File: src/rtl/serial_csa_accumulator.sv
// Serial carry-save accumulator: sums operand groups without carry chains in the loop.
// Optional sticky overflow flag (out_ovf) is built when ACC_OVF_EN is defined.
module serial_csa_accumulator #(
  parameter int N = 4,
  parameter int M = 8
) (
  input  logic         clk,
  input  logic         rst,
  input  logic         in_valid,
  output logic         in_ready,
  input  logic [N-1:0] in_data,
  input  logic         in_last,
  output logic         out_valid,
  input  logic         out_ready,
  output logic [M-1:0] out_sum,
  output logic [M-1:0] out_count
`ifdef ACC_OVF_EN
  ,
  output logic         out_ovf
`endif
);

  typedef enum logic [1:0] {
    ACCUM,
    RESOLVE,
    OUT
  } state_e;

  localparam logic [M-1:0] ONE = 1;

  state_e       state_q, state_d;
  logic [M-1:0] s_q, s_d;
  logic [M-1:0] c_q, c_d;
  logic [M-1:0] cnt_q, cnt_d;
  logic [M-1:0] res_q, res_d;
  logic [M-1:0] rcnt_q, rcnt_d;
  logic [M-1:0] x;
  logic [M-1:0] maj;

  assign x   = {{(M-N){1'b0}}, in_data};
  assign maj = (s_q & c_q) | (s_q & x) | (c_q & x);

`ifdef ACC_OVF_EN
  logic       ovf_q, ovf_d;
  logic [M:0] full;

  assign full    = {1'b0, s_q} + {1'b0, c_q};
  assign out_ovf = ovf_q;
`endif

  always_comb begin
    state_d   = state_q;
    s_d       = s_q;
    c_d       = c_q;
    cnt_d     = cnt_q;
    res_d     = res_q;
    rcnt_d    = rcnt_q;
    in_ready  = 1'b0;
    out_valid = 1'b0;
`ifdef ACC_OVF_EN
    ovf_d     = ovf_q;
`endif
    unique case (state_q)
      ACCUM: begin
        in_ready = 1'b1;
        if (in_valid) begin
          s_d   = s_q ^ c_q ^ x;
          c_d   = maj << 1;
          cnt_d = cnt_q + ONE;
`ifdef ACC_OVF_EN
          // carry bit lost off the top is 2^M of true sum
          ovf_d = ovf_q | maj[M-1];
`endif
          if (in_last) state_d = RESOLVE;
        end
      end
      RESOLVE: begin
`ifdef ACC_OVF_EN
        res_d = full[M-1:0];
        ovf_d = ovf_q | full[M];
`else
        res_d = s_q + c_q;
`endif
        rcnt_d  = cnt_q;
        state_d = OUT;
      end
      OUT: begin
        out_valid = 1'b1;
        if (out_ready) begin
          s_d     = '0;
          c_d     = '0;
          cnt_d   = '0;
`ifdef ACC_OVF_EN
          ovf_d   = 1'b0;
`endif
          state_d = ACCUM;
        end
      end
      default: state_d = ACCUM;
    endcase
  end

  always_ff @(posedge clk or posedge rst) begin
    if (rst) begin
      state_q <= ACCUM;
      s_q     <= '0;
      c_q     <= '0;
      cnt_q   <= '0;
      res_q   <= '0;
      rcnt_q  <= '0;
`ifdef ACC_OVF_EN
      ovf_q   <= 1'b0;
`endif
    end else begin
      state_q <= state_d;
      s_q     <= s_d;
      c_q     <= c_d;
      cnt_q   <= cnt_d;
      res_q   <= res_d;
      rcnt_q  <= rcnt_d;
`ifdef ACC_OVF_EN
      ovf_q   <= ovf_d;
`endif
    end
  end

  assign out_sum   = res_q;
  assign out_count = rcnt_q;

endmodule

File: config.mk
export PLATFORM = sky130hd
export DESIGN_NAME = serial_csa_accumulator
export DESIGN_NICKNAME = d
export VERILOG_FILES = /design/src/rtl/serial_csa_accumulator.sv
export SDC_FILE = /design/constraint.sdc
export NUM_CORES = 1
export LEC_CHECK = 0
export ABC_AREA = 1
export CORE_MARGIN = 2
export CORE_UTILIZATION = 51
export CTS_BUF_LIST = sky130_fd_sc_hd__clkbuf_4 sky130_fd_sc_hd__clkbuf_8
export CTS_CLUSTER_SIZE = 30
export DETAILED_ROUTE_END_ITERATION = 8
export HOLD_SLACK_MARGIN = 0.12
export PLACE_DENSITY = 0.8
export SLEW_MARGIN = 30
export SYNTH_ARGS = -nofsm -noshare
export SYNTH_HDL_FRONTEND = slang
export SYNTH_SLANG_ARGS = --single-unit
File: constraint.sdc
create_clock -name clk -period 1.34 [get_ports clk]
set_input_delay 0.134 -clock clk [delete_from_list [all_inputs] [get_ports clk]]
set_output_delay 0.134 -clock clk [all_outputs]
set_load 0.1 [all_outputs]
==> flow_metrics.tcl <==
set metrics [dict create \
    skew_ps 7.56 \
    synth_async_sr_flop_share 1.00 \
    htree_levels 2 \
    cts_tree "built" \
    synth_most_common_cell "nand2_1" \
    hold_violations 0 \
    die-area_um2 4560 \
    crit_path_start_kind "flop" \
    die_w_um 67.5 \
    ioPinCount 27 \
    synth_area_leaders "dfrtp_1 50%, nand2_1 12%, inv_1 4.9%" \
    grt_pass1_wl_um 8010 \
    drv_slew 0 \
    core_area_um2 3940 \
    gr-total-overflow 0 \
    cts_made_buffers 5 \
    placementRows 23 \
    reg2reg_from "s_q[1]" \
    clock_sinks 41 \
    area_growth_syn_to_layout_pct 44.9 \
    synth_edf_count 0 \
    maxCapViolCount 0 \
    hpwl_um 3190 \
    total_leakage_power_nw 1.50 \
    vias_per_cell 5.29 \
    drt_iter0_drc 110 \
    fin_nets 305 \
    fin_area_um2 2980 \
    synth_top_area_cell "dfrtp_1" \
    ff2ff_path_depth 10 \
    diodes 0 \
    ant_nets 0 \
    fill_cells 223 \
    period_share 1.13 \
    grt_pass1_vias 1788 \
    critPathKind "flop to flop" \
    setup_slack_ps -175 \
    gp_congestion 0.832 \
    ir_worst_vdd_mv 1.44 \
    wirelength_um 4880 \
    multiInputGateArea_um2 982 \
    avgSynthCellArea_um2 8.92 \
    clock.fmax_ghz 0.660 \
    drive_above_1_share 0.309 \
    fin_crit_ps 1520 \
    ys.warnings.count 0 \
    ys_ff_latch 41 \
    status "finished with violations" \
    cts_hold_buffers 0 \
    cts-root-buf "clkbuf_8" \
    grt_setup_unrepaired "true" \
    ys_types 26 \
    crit_required_ps 1580 \
    die_h_um 67.5 \
    ys_seq_area_frac 0.498 \
    grt_start_max_net_pins 42 \
    synth_top_area_frac 0.498 \
    synth_flop_cell "dfrtp_1" \
    yosys-top-cells-count "65 x nand2_1, 41 x dfrtp_1, 27 x inv_1" \
    regArea_um2 1030 \
    netlist_area_um2 2060 \
    violations "setup timing" \
    placed_cell_area_um2 2720 \
    slew_headroom 0.776 \
    start_util 0.522 \
    timing.rr.end "out_sum[7]" \
    detailroute.via_count 1771 \
    syn_inst 231 \
    drc_errors 0 \
    worst_pin_slew_ps 334 \
    post-place-cells 322 \
    clkSlewWorstSetupHoldPaths_ps 80 \
    syn-num-nets 252 \
    r2r_setup_slack_ps -180 \
    hold_path.class "input pin to async pin" \
    setup_viol 4 \
    cp_max_fo 3 \
    power_density_nw_per_um2 2380 \
    antenna_found_initial 0 \
    grt_use_total 0.239 \
    avgRoutedWirePerCell_um 14.6 \
    layout.cells.non_filler 335 \
    dr.pass1.iters 4 \
    pre_cts_slack_ps -219 \
    io_buffers 26 \
    cp-end-kind "flop" \
    cp_data_arrival_time_ps 1760 \
    clkLatencyLatePin_ps 300 \
    p_total_mw 7.12 \
    cts_max_path_buffers 2 \
]
==> per-layer routing <==
metal,track usage,wire (um),part of all wire,vias up
li1,-,-,-,856
met1,0.277,1890,0.39,853
met2,0.420,2660,0.54,53
met3,0.0567,244,0.050,9
met4,0.0969,91,0.019,0
met5,0,0,0,-
==> timing repair <==
item | 4_1_cts | 5_1_grt
setup buffers | 3 | 4
resized for setup | 15 | 16
pin swaps | 6 | 5
endpoints found under the setup margin | 5 | 28
==> area by class of cell <==
class                      instances  share of cell area
sequential                        41               0.344
multi-input combinational        155               0.329
timing repair buffer              51               0.221
inverter                          30              0.0394
clock buffer                       5              0.0231
clock inverter                     3              0.0218
tap                               50              0.0210
==> worst max-delay path by stage <==
stage	from	endpoint	cells after the start
after global placement	s_q[1]	out_sum[7]	10
after global routing	c_q[1]	out_sum[7]	10
after detailed placement	c_q[1]	out_sum[7]	10
final	s_q[1]	out_sum[7]	10
after CTS	c_q[1]	out_sum[7]	10
after floorplan	state_q[1]	s_q[1]	6
==> where the power goes <==
| part | switching [mW] | total (mW) | internal, mW |
|---|---|---|---|
| Combinational | 2.42 | 3.93 | 1.51 |
| Clock | 0.440 | 1.18 | 0.740 |
| Sequential | 0.389 | 2.01 | 1.62 |
==> registers in the layout (all words and copies together), names as in the netlist <==
signal,flops
c_q,7
out_sum,8
cnt_q,8
out_count,8
state_q,2
s_q,8
==> metrics by stage <==
stage,util,hold slack [ps],TNS [ps]
finish,0.757,185,-559
global route,0.757,216,-1510
CTS,0.737,190,-233
detailed placement,0.691,488,-645
global placement,0.691,462,-415
floorplan,-,240,-6230
==> cells in the final DEF (no fill, tap or decap), types with 8 or more instances in the layout <==
cell type / count
nand2_1: 61
dfrtp_1: 40
inv_1: 23
buf_4: 21
buf_12: 20
o21ai_0: 13
o21ai_1: 9
clkdlybuf4s50_1: 8
==> cell families after synthesis <==
group           after synthesis  share of synthesized area
fa+ha+maj                    12                     0.0875
simple gates                104                      0.228
buf+inv                      35                     0.0753
xor+xnor                      1                    0.00425
flops                        41                      0.498
compound gates               38                      0.106
==> worst max-delay path, stage by stage, from the launching register on <==
cell	delay (ps)
dfrtp_1	360
ha_2	200
inv_2	40
fa_2	360
inv_4	100
nand2_4	70
nand2_4	70
nand3_2	70
nand3_2	70
nand3_2	60
nand2_1	60
Power figures use the tool's default switching activity.
